$ cat config.mk
export PLATFORM = sky130hd
export DESIGN_NAME = play_sequencer
export DESIGN_NICKNAME = d
export VERILOG_FILES = /design/src/rtl/play_sequencer_pkg.sv /design/src/rtl/seq_duration_calc.sv /design/src/rtl/play_sequencer.sv
export SDC_FILE = /design/constraint.sdc
export NUM_CORES = 1
export LEC_CHECK = 0
export CORE_ASPECT_RATIO = 0.6
export CORE_MARGIN = 2
export CORE_UTILIZATION = 60
export DETAILED_ROUTE_END_ITERATION = 6
export GPL_ROUTABILITY_DRIVEN = 0
export PLACE_DENSITY = 0.85
export SYNTH_ARGS = -nofsm -noshare
export SYNTH_HDL_FRONTEND = slang
export SYNTH_SLANG_ARGS = --single-unit
$ cat constraint.sdc
create_clock -name clk -period 9.2 [get_ports clk]
set_input_delay 1.84 -clock clk [delete_from_list [all_inputs] [get_ports clk]]
set_output_delay 1.84 -clock clk [all_outputs]
set_load 0.005 [all_outputs]
$ cat src/rtl/play_sequencer_pkg.sv
// Shared types and constants for the play-mode song sequencer.
package play_sequencer_pkg;

    localparam int CNT_W_DEF  = 8;
    localparam int OCT_W_DEF  = 3;
    localparam int NOTE_W_DEF = 3;
    localparam int LEN_W_DEF  = 3;
    localparam int TICK_W_DEF = 27;

    // Length codes 4 and above all mean a sixteenth note.
    localparam int MAX_LEN_SHIFT = 4;

    localparam logic [1:0] MOD_HALF   = 2'b10;
    localparam logic [1:0] MOD_DOUBLE = 2'b11;

    typedef enum logic [2:0] {
        S_IDLE,
        S_COUNTDOWN,
        S_FETCH,
        S_PLAY,
        S_GAP,
        S_PAUSED,
        S_DONE
    } seq_state_t;

endpackage

$ cat src/rtl/seq_duration_calc.sv
// Combinational note duration: whole-note ticks scaled by length code and speed mode,
// saturating on half time and never returning zero.
module seq_duration_calc
    import play_sequencer_pkg::*;
#(
    parameter int LEN_W  = LEN_W_DEF,
    parameter int TICK_W = TICK_W_DEF
) (
    input  logic [TICK_W-1:0] full_note,
    input  logic [LEN_W-1:0]  length,
    input  logic [1:0]        mode,
    output logic [TICK_W-1:0] duration
);

    logic [TICK_W-1:0] base;
    logic [TICK_W-1:0] scaled;

    always_comb begin
        if (32'(length) >= MAX_LEN_SHIFT) begin
            base = full_note >> MAX_LEN_SHIFT;
        end else begin
            base = full_note >> length;
        end

        scaled = base;
        if (mode == MOD_HALF) begin
            scaled = base[TICK_W-1] ? '1 : (base << 1);
        end else if (mode == MOD_DOUBLE) begin
            scaled = base >> 1;
        end

        duration = (scaled == '0) ? TICK_W'(1) : scaled;
    end

endmodule

$ cat src/rtl/play_sequencer.sv
// Play-mode sequencer: countdown, fetch each note over req/ack, sound it, then a silent gap.
// Define SEQ_LOOP_EN to restart from note 0 at song end and expose loop_pulse instead of done.
//
// state       | meaning
// ------------+--------------------------------------------------------
// S_IDLE      | waiting for start
// S_COUNTDOWN | counting beats before the first note
// S_FETCH     | rd_req high, waiting for rd_ack for note idx
// S_PLAY      | goal note sounding for its duration
// S_GAP       | silent gap after a note
// S_PAUSED    | frozen; ret_state and cnt hold where to resume
// S_DONE      | song finished, goal fields hold the last note
module play_sequencer
    import play_sequencer_pkg::*;
#(
    parameter int CNT_W           = CNT_W_DEF,
    parameter int OCT_W           = OCT_W_DEF,
    parameter int NOTE_W          = NOTE_W_DEF,
    parameter int LEN_W           = LEN_W_DEF,
    parameter int TICK_W          = TICK_W_DEF,
    parameter int GAP_TICKS       = 1000000,
    parameter int COUNTDOWN_BEATS = 4
) (
    input  logic              clk,
    input  logic              rst_n,
    input  logic              start,
    input  logic              pause,
    input  logic              abort,
    input  logic [1:0]        mod,
    input  logic [TICK_W-1:0] full_note,
    input  logic [CNT_W-1:0]  track_len,
    output logic              rd_req,
    output logic [CNT_W-1:0]  rd_addr,
    input  logic              rd_ack,
    input  logic [OCT_W-1:0]  rd_octave,
    input  logic [NOTE_W-1:0] rd_note,
    input  logic [LEN_W-1:0]  rd_length,
    output logic [OCT_W-1:0]  goal_octave,
    output logic [NOTE_W-1:0] goal_note,
    output logic [LEN_W-1:0]  goal_length,
    output logic              goal_valid,
    output logic              note_over,
    output logic [CNT_W-1:0]  idx,
    output logic              busy,
    output logic              done
`ifdef SEQ_LOOP_EN
    ,
    output logic              loop_pulse
`endif
);

    seq_state_t        state, next_state, ret_state, eff_state;
    logic [TICK_W-1:0] cnt;
    logic [TICK_W-1:0] full_note_q;
    logic [1:0]        mod_q;
    logic [OCT_W-1:0]  oct_q;
    logic [NOTE_W-1:0] note_q;
    logic [LEN_W-1:0]  len_q;
    logic [TICK_W-1:0] note_ticks;
    logic [TICK_W-1:0] countdown_ticks;
    logic              cnt_tc;
    logic              last_note;
    logic              hold;

    seq_duration_calc #(
        .LEN_W  (LEN_W),
        .TICK_W (TICK_W)
    ) u_duration (
        .full_note (full_note_q),
        .length    (rd_length),
        .mode      (mod_q),
        .duration  (note_ticks)
    );

    // Resuming from PAUSED acts as the stored state in the same cycle, so no tick is lost.
    assign eff_state       = (state == S_PAUSED && !pause) ? ret_state : state;
    assign hold            = pause && (eff_state inside {S_COUNTDOWN, S_PLAY, S_GAP});
    assign cnt_tc          = (cnt <= TICK_W'(1));
    assign last_note       = ({1'b0, idx} + 1'b1) >= {1'b0, track_len};
    assign countdown_ticks = TICK_W'(COUNTDOWN_BEATS) * (full_note >> 2);

    always_ff @(posedge clk or negedge rst_n) begin
        if (!rst_n) begin
            state <= S_IDLE;
        end else begin
            state <= next_state;
        end
    end

    always_comb begin
        next_state = state;
        if (abort) begin
            next_state = S_IDLE;
        end else if (hold) begin
            next_state = S_PAUSED;
        end else begin
            case (eff_state)
                S_IDLE, S_DONE: if (start) next_state = S_COUNTDOWN;
                S_COUNTDOWN: begin
                    if (cnt_tc) begin
`ifdef SEQ_LOOP_EN
                        next_state = (track_len == '0) ? S_IDLE : S_FETCH;
`else
                        next_state = (track_len == '0) ? S_DONE : S_FETCH;
`endif
                    end
                end
                S_FETCH: if (rd_ack) next_state = S_PLAY;
                S_PLAY:  if (cnt_tc) next_state = S_GAP;
                S_GAP: begin
                    if (cnt_tc) begin
`ifdef SEQ_LOOP_EN
                        next_state = S_FETCH;
`else
                        next_state = last_note ? S_DONE : S_FETCH;
`endif
                    end
                end
                default: next_state = state;
            endcase
        end
    end

    always_ff @(posedge clk or negedge rst_n) begin
        if (!rst_n) begin
            cnt         <= '0;
            idx         <= '0;
            mod_q       <= '0;
            full_note_q <= '0;
            ret_state   <= S_IDLE;
            oct_q       <= '0;
            note_q      <= '0;
            len_q       <= '0;
        end else if (abort) begin
            cnt <= '0;
            idx <= '0;
        end else if (hold) begin
            ret_state <= eff_state;
        end else begin
            case (eff_state)
                S_IDLE, S_DONE: begin
                    if (start) begin
                        mod_q       <= mod;
                        full_note_q <= full_note;
                        cnt         <= countdown_ticks;
                        idx         <= '0;
                    end
                end
                S_COUNTDOWN: if (!cnt_tc) cnt <= cnt - 1'b1;
                S_FETCH: begin
                    if (rd_ack) begin
                        oct_q  <= rd_octave;
                        note_q <= rd_note;
                        len_q  <= rd_length;
                        cnt    <= note_ticks;
                    end
                end
                S_PLAY: cnt <= cnt_tc ? TICK_W'(GAP_TICKS) : cnt - 1'b1;
                S_GAP: begin
                    if (!cnt_tc) begin
                        cnt <= cnt - 1'b1;
                    end else if (!last_note) begin
                        idx <= idx + 1'b1;
                    end
`ifdef SEQ_LOOP_EN
                    else begin
                        idx <= '0;
                    end
`endif
                end
                default: ;
            endcase
        end
    end

    always_comb begin
        rd_req     = (state == S_FETCH);
        goal_valid = (eff_state == S_PLAY) && !pause && !abort;
        note_over  = goal_valid && cnt_tc;
        busy       = !(state inside {S_IDLE, S_DONE});
        done       = (state == S_DONE);
    end

`ifdef SEQ_LOOP_EN
    assign loop_pulse = (eff_state == S_GAP) && !pause && !abort && cnt_tc && last_note;
`endif

    assign rd_addr     = idx;
    assign goal_octave = oct_q;
    assign goal_note   = note_q;
    assign goal_length = len_q;

endmodule
==> reports/qor.yml, run 1 <==
synth_area_leaders: "dfrtp_1 (29%), mux2_2 (9.3%), nand2_1 (3.7%), mux2i_1 (3.5%), a21oi_1 (3.3%)"
critical_path_required_ns: 7.36
cts_resized: 0
critPathKind: "input pin to output port"
endpoint: "note_over"
wl_met2_um: 9380
synth_top_family_by_area: "compound AO/OA/AOI/OAI gates"
synthSimpleGateAreaFrac_pct: 17.0
p_per_area_nw_per_um2: 355
route.met3.wl_um: 3540
min_path_type: "flop to flop"
fmax_mhz: 144
post-synth-top-count-cell: "dfrtp_1"
synthCells: 782
critPathLaunchType: "input pin"
gr-total-overflow: 0
synth_fa_ha_area_share_pct: 2.03
rrSetupSlack_ns: 5.25
rsz0062_at_grt: "no"
start_util_pct: 60.9
fp.dieH_um: 86.4
synth_compound_area_share_pct: 27.7
avgSynthCellArea_um2: 8.68
worstHoldStart: "goal_length[2]"
die-area_um2: 12200
dp.cells: 951
row_count: 30
synth.mux.area_fraction_pct: 15.8
r2r-end: "cnt[10]"
maxCapViolCount: 0
setup_violations: 0
hold_violations: 0
ys.flop_type: "dfrtp_1"
drt_iter0_drc: 1396
tns_ns: 0
maxSlewViolCount: 0
synth_cell_types: 78
yosysTopAreaCellShare_pct: 29.1
antenna_found_initial: 1
cp-end-kind: "output port"
numCtsBuffers: 9
rr_startpoint: "state[0]"
nets: 881
via_count: 7240
outcome: "complete, but fails checks"
vias_per_cell: 7.48
clockBufferDepth: 2
syn-num-nets: 845
crit_arrival_ns: 5.10
synth_seq_cells: 79
synth_edf_count: 0
hpwl_um: 16100
grt_pass1_wl_um: 36200
h-tree-depth: 3
grt_pass1_vias: 6741
grt_use_total_pct: 37.8
cts_setup_buffers: 0
clkLatencyLatePin_ns: 0.35
core-area_um2: 11100
critPathLaunch: "pause"
slew_headroom_pct: 4.05
path_clk_slew_ns: 0.07
crit_fanout: 13
max-vdd-ir-drop_uv: 163
routed_wl_um: 22900
die_w_um: 141
yosysSeqAreaShare_pct: 29.1
grt_start_max_net_pins: 80
io_pins: 82
worst_slew_pin_slew_ns: 1.43
drt_first_pass_iters: 7
drt-met1-wl_um: 9140
async_flop_share_pct: 100
postCtsHoldBufs: 0
wl_per_cell_um: 23.6
whs_path_depth: 2
port_buffers: 81
area_growth_pct: 15.4
skew_ns: 0.00825
holdWs_ns: 0.502
yosysTopAreaCell: "dfrtp_1"
synth_xor_area_share_pct: 1.94
cts_tree: "built"
antenna_left: 0
reg2reg_depth: 7
netlist_area_um2: 6780
final_cells: 968
drc: 28
root_buffer: "clkbuf_16"
cts_sinks: 79
violations: "DRC"
yosysWarningCount: 0
post-route-min-period_ns: 6.94
leakagePower_nw: 3.17
post-route-period-util_pct: 75.5
drive_above_1_share_pct: 13.1
highest_layer: "met4"
ys_top_cells_by_count: "dfrtp_1 (79), nand2_1 (66), mux2_2 (56)"
kinds of logic (layout without fill, tap and decap cells):
kind of cell,after synthesis,count (layout)
flip-flops,79,79
AO/OA/AOI/OAI,265,265
other,0,1
buffers and inverters,93,134
adder cells (fa/ha/maj),11,11
multiplexers,89,89
AND/OR/NAND/NOR,230,230
XOR/XNOR,15,15
state kept, by name, summed over array words and instances (netlist names):
signal / flops
full_note_q: 27
state: 3
goal_note: 3
mod_q: 2
goal_length: 3
goal_octave: 3
idx: 8
cnt: 27
ret_state: 3
final cells by class:
| type | count | area [µm²] |
|---|---|---|
| Clock buffer | 10 | 229 |
| Sequential cell | 79 | 1980 |
| Multi-Input combinational cell | 610 | 4370 |
| Timing Repair Buffer | 89 | 863 |
| Inverter | 29 | 109 |
| Fill cell | 845 | 3320 |
| Clock inverter | 6 | 93.8 |
| Antenna cell | 1 | 2.50 |
| Tap cell | 144 | 180 |
worst max-delay path, stage by stage:
cell and delay (ns):
clkdlybuf4s50_1 0.64, or4b_1 0.70, nand2_1 0.47, nand2_1 0.13, or3_1 0.57, nor3_1 0.21
clkdlybuf4s50_1 0.54
placed cells by master, fill, tap and decap left out, types with 11 or more instances in the layout:
cell type / synthesis / layout
ha_1: 11 / 11
o22ai_1: 15 / 15
o21ai_0: 45 / 45
nor2_1: 44 / 44
a211oi_1: 14 / 14
nor4_1: 11 / 11
dfrtp_1: 79 / 79
a22oi_1: 16 / 16
nand2b_1: 14 / 14
xnor2_1: 12 / 12
nand2_1: 66 / 66
a21oi_1: 45 / 45
inv_1: 28 / 28
clkdlybuf4s50_1: 0 / 79
mux2_2: 56 / 56
nand3_1: 22 / 22
nor3_1: 27 / 27
mux2i_1: 24 / 24
a221oi_1: 14 / 14
metal layers:
layer	up-vias	track usage, %
li1	3051	-
met1	3414	53.7
met2	648	54.1
met3	127	12.6
met4	0	12.9
met5	-	0
stage by stage:
step / total power, W / util (%) / setup slack, ns / cell area (µm²)
finish: 0.00278 / 70.2 / 2.26 / 7830
global route: 0.00291 / 70.2 / 2.04 / 7830
CTS: 0.00269 / 70.2 / 2.33 / 7830
detailed placement: 0.00227 / 67.3 / 2.38 / 7500
global placement: 0.00219 / 67.3 / 2.52 / 7500
floorplan: 0.00181 / - / 3.82 / 6780
how the worst min path moves through the flow:
stage          slack [ns]        endpoint
6_report             0.50  goal_length[2]
5_1_grt              0.52  goal_length[2]
4_1_cts              0.50  goal_length[2]
3_5_place_dp         0.48  goal_length[2]
3_3_place_gp         0.47  goal_length[2]
2_1_floorplan        0.46    ret_state[2]
where the power goes:
group	leakage, nW	internal, W	switching (W)
clock network	0.153	0.000240	0.000159
registers	0.999	0.000492	0.000237
logic	2.02	0.000668	0.000987
Power figures use the tool's default switching activity.
==> inputs of run 2 (changes only) <==
--- a/config.mk
+++ b/config.mk
@@ -7,10 +7,10 @@
 export LEC_CHECK = 0
 export CORE_ASPECT_RATIO = 0.6
 export CORE_MARGIN = 2
-export CORE_UTILIZATION = 60
+export CORE_UTILIZATION = 52
 export DETAILED_ROUTE_END_ITERATION = 6
 export GPL_ROUTABILITY_DRIVEN = 0
-export PLACE_DENSITY = 0.85
+export PLACE_DENSITY = 0.78
 export SYNTH_ARGS = -nofsm -noshare
 export SYNTH_HDL_FRONTEND = slang
 export SYNTH_SLANG_ARGS = --single-unit
==> constraint.sdc (replaced) <==
create_clock -name clk -period 6 [get_ports clk]
set_input_delay 1.2 -clock clk [delete_from_list [all_inputs] [get_ports clk]]
set_output_delay 1.2 -clock clk [all_outputs]
set_load 0.005 [all_outputs]
==> run 2 against run 1 <==
Net effect:
- the flow still finishes with violations (DRC)
- sequential share of layout area shrank 0.17 points
- critical path depth is the same
- cell count grew 2.9%
==> reports/qor.yml, run 2 (same netlist as run 1, synthesis figures left out) <==
outcome: "complete, but fails checks"
violations: "DRC"
maxSlewViolCount: 0
rsz0062_at_grt: "no"
postCtsHoldBufs: 0
port_buffers: 81
fin_area_um2: 7880
routed_wl_um: 22700
row_count: 32
clkLatencyLatePin_ns: 0.36
critPathKind: "input pin to output port"
path_clk_slew_ns: 0.06
crit_arrival_ns: 4.15
via_count: 7015
cts_setup_buffers: 0
rr_startpoint: "cnt[3]"
antenna_found_initial: 1
critical_path_required_ns: 4.80
skew_ns: 0.0123
setup_violations: 0
nets: 884
mostFrequentLayoutCells: "dfrtp_1 (79), clkdlybuf4s50_1 (79), nand2_1 (66)"
gr-total-overflow: 0
grt_pass1_vias: 6589
post-route-period-util_pct: 89.2
grt_start_max_net_pins: 80
maxCapViolCount: 0
min_path_type: "flop to flop"
max-vdd-ir-drop_uv: 223
cts_tree: "built"
worst_slew_pin_slew_ns: 1.18
core-area_um2: 12800
die-area_um2: 14000
drt_first_pass_iters: 7
wl_per_cell_um: 22.8
antenna_cells: 0
root_buffer: "clkbuf_16"
leakagePower_nw: 3.18
fp.dieH_um: 92.5
p_per_area_nw_per_um2: 535
drc: 11
place_area_um2: 7570
cts_resized: 0
cp-end-kind: "output port"
io_pins: 82
grt_use_met2_pct: 45.4
antenna_left: 0
h-tree-depth: 3
slew_headroom_pct: 20.6
critPathLaunchType: "input pin"
grt_use_met1_pct: 49.9
crit_fanout: 13
critPathLaunch: "pause"
clockBufferDepth: 2
cts_sinks: 79
area_growth_pct: 16.2
tns_ns: 0
hpwl_um: 16600
hold_violations: 0
vias_per_cell: 7.04
drt_iter0_drc: 1213
numCtsBuffers: 9
post-route-min-period_ns: 5.35
largestRegisters: "cnt x27, full_note_q x27, idx x8"
drive_above_1_share_pct: 13.4
busiest_layer: "met1"
die_w_um: 151
grt.met3_usage_pct: 11.4
worstHoldStart: "goal_octave[2]"
fillers: 1069
fmax_mhz: 187
grt_pass1_wl_um: 36400
grt_use_total_pct: 33.3
start_util_pct: 53.1
[run 2: report_power, final]
| group | switching [W] | total (W) | internal (W) |
|---|---|---|---|
| clock network | 0.000236 | 0.000601 | 0.000365 |
| registers | 0.000346 | 0.00110 | 0.000754 |
| logic | 0.00149 | 0.00252 | 0.00103 |
[run 2: worst max-delay path: stages]
cell,delay [ns]
clkdlybuf4s50_1,0.62
or4b_1,0.69
nand2_1,0.13
nand2_1,0.08
or3_1,0.54
nor3_1,0.32
clkdlybuf4s50_1,0.56
[run 2: final timing paths]
path / endpoint / cells after the start / slack [ns]
max: note_over / 7 / 0.65
max reg2reg: cnt[10] / 7 / 2.30
max in group asynchronous: full_note_q[2] / 1 / 4.30
min: goal_octave[2] / 1 / 0.50
min reg2reg: goal_octave[2] / 1 / 0.50
min in group asynchronous: ret_state[2] / 1 / 1.02
[run 2: through the flow]
stage | instances | utilization [%] | power [W] | setup slack [ns] | hold slack, ns
floorplan | 782 | - | 0.00277 | 1.90 | 0.455
global placement | 980 | 59.2 | 0.00338 | 0.825 | 0.473
detailed placement | 980 | 59.2 | 0.00349 | 0.733 | 0.493
CTS | 996 | 61.7 | 0.00411 | 0.738 | 0.507
global route | 996 | 61.7 | 0.00446 | 0.565 | 0.528
finish | 996 | 61.7 | 0.00422 | 0.646 | 0.504
[run 2: area by class of cell]
type | count | area (µm²) | area share [%]
inverter | 29 | 109 | 1.38
tap | 170 | 213 | 2.70
timing repair buffer | 92 | 886 | 11.2
clock buffer | 11 | 233 | 2.95
sequential | 79 | 1980 | 25.1
clock inverter | 5 | 82.6 | 1.05
multi-input combinational | 610 | 4380 | 55.6
[run 2: per-layer routing]
metal / routed length [µm] / up-vias
met5: 0 / -
met4: 614 / 0
met3: 3400 / 75
met2: 9240 / 529
met1: 9480 / 3355
li1: - / 3056
==> inputs of run 3 (changes only) <==
--- a/config.mk
+++ b/config.mk
@@ -5,12 +5,15 @@
 export SDC_FILE = /design/constraint.sdc
 export NUM_CORES = 1
 export LEC_CHECK = 0
+export CELL_PAD_IN_SITES_DETAIL_PLACEMENT = 0
+export CELL_PAD_IN_SITES_GLOBAL_PLACEMENT = 1
 export CORE_ASPECT_RATIO = 0.6
 export CORE_MARGIN = 2
-export CORE_UTILIZATION = 52
+export CORE_UTILIZATION = 45
 export DETAILED_ROUTE_END_ITERATION = 6
+export DONT_BUFFER_PORTS = 1
 export GPL_ROUTABILITY_DRIVEN = 0
-export PLACE_DENSITY = 0.78
+export PLACE_DENSITY_LB_ADDON = 0.1
 export SYNTH_ARGS = -nofsm -noshare
 export SYNTH_HDL_FRONTEND = slang
 export SYNTH_SLANG_ARGS = --single-unit
==> run 3 against run 2 <==
Net effect:
- the flow now finishes without violations
- non-clock buffer count fell by 84
- count of clock-buffer cells in the layout rose by 1
- via count fell by 8.2%
- wire length rose by 3.4%
- hold slack improved by 0.010 ns
- first-iteration DRC count fell by 31%
- critical path type unchanged
==> reports/qor.yml, run 3 (same netlist as run 1, synthesis figures left out) <==
gr-total-overflow: 0
clkLatencyLatePin_ns: 0.34
crit_chain: "or4b_1, nand2_1, nand2_1, or3_1, nor3_1"
worst_slew_pin_slew_ns: 1.19
critical_path_required_ns: 4.80
max-vdd-ir-drop_uv: 228
cp-end-kind: "output port"
cts_setup_buffers: 0
fmax_mhz: 225
dp.cells: 924
crit_fanout: 13
drt_first_pass_iters: 5
fp.dieH_um: 99.1
crit_arrival_ns: 3.24
routed_wl_um: 23500
grt_pass1_vias: 6038
root_buffer: "clkbuf_16"
wl_met2_um: 9120
nets: 800
post-route-min-period_ns: 4.44
layout_commonest_cell: "dfrtp_1"
p_per_area_nw_per_um2: 574
largestRegisters: "cnt x27, full_note_q x27, idx x8"
crit_family: "simple AND/OR/NAND/NOR gates"
hold_violations: 0
cts_tree: "built"
slew_headroom_pct: 19.8
postCtsHoldBufs: 0
h-tree-depth: 3
critPathLaunchType: "input pin"
min_path_type: "flop to flop"
start_util_pct: 46.5
rrSetupSlack_ns: 2.44
skew_ns: 0.00794
leakagePower_nw: 2.84
place_area_um2: 6780
antenna_left: 0
via_count: 6441
drive_above_1_share_pct: 14.2
hpwl_um: 17300
cts_resized: 0
die-area_um2: 16100
path_clk_slew_ns: 0.06
post-route-period-util_pct: 74.0
rsz0062_at_grt: "no"
maxCapViolCount: 0
route.met3.wl_um: 2810
drt-met1-wl_um: 11300
mostFrequentLayoutCells: "dfrtp_1 (79), nand2_1 (66), mux2_2 (56)"
numCtsBuffers: 9
critPathKind: "input pin to output port"
maxSlewViolCount: 0
port_buffers: 0
area_growth_pct: 3.80
path_common_cell: "nand2_1"
final_cells: 939
fin_area_um2: 7040
grt_start_max_net_pins: 80
cpPeakStageDelay_ns: 0.59
utilization_pct: 48.3
row_count: 34
tns_ns: 0
outcome: "complete, no violations"
wl_per_cell_um: 25.0
antenna_found_initial: 0
io_pins: 82
critPathBufInv: 0
die_w_um: 163
vias_per_cell: 6.86
highest_layer: "met4"
cts_sinks: 79
clockBufferDepth: 2
drc: 0
drt_iter0_drc: 837
core-area_um2: 14600
crit_slowest_cell: "or4b_1"
antenna_cells: 0
grt_pass1_wl_um: 37100
holdWs_ns: 0.515
setup_violations: 0
grt_use_total_pct: 29.9
==> run 3: final timing paths <==
kind	endpoint	start	depth (start not counted)
worst max-delay path	note_over	pause	5
worst min-delay path	full_note_q[0]	full_note_q[0]	1
worst max register to register	state[0]	state[0]	7
worst min register to register	full_note_q[0]	full_note_q[0]	1
max in group asynchronous	full_note_q[19]	rst_n	0
min in group asynchronous	full_note_q[10]	rst_n	0
==> run 3: area by class of cell <==
cell class | count | area, µm²
sequential | 79 | 1980
clock inverter | 3 | 20.0
inverter | 29 | 109
fill | 1429 | 7550
clock buffer | 12 | 246
tap | 198 | 248
timing repair buffer | 8 | 60.1
multi-input combinational | 610 | 4380
==> run 3: metrics by stage <==
step | power (W) | setup WS [ns]
2_1_floorplan | 0.00277 | 1.90
3_3_place_gp | 0.00340 | 1.64
3_5_place_dp | 0.00343 | 1.58
4_1_cts | 0.00397 | 1.58
5_1_grt | 0.00432 | 1.44
6_report | 0.00404 | 1.56
==> run 3: where the power goes <==
group | internal (W) | switching, W | total (W)
combinational | 0.000948 | 0.00145 | 0.00240
clock | 0.000289 | 0.000232 | 0.000522
sequential | 0.000754 | 0.000366 | 0.00112
total | 0.00199 | 0.00205 | 0.00404
==> run 3: metal layers <==
metal,GRT usage (%),up-vias
met2,38.5,368
met4,5.85,0
met3,8.88,19
li1,-,2891
met5,0,-
met1,48.2,3163
==> run 3: worst reg2reg max path: cells and delay by family, from the launching register on <==
| family | cells | cell delay, ns |
|---|---|---|
| multiplexers | 1 | 0.83 |
| AND/OR/NAND/NOR | 4 | 1.23 |
| AO/OA/AOI/OAI | 2 | 0.80 |
| flip-flops | 1 | 0.59 |
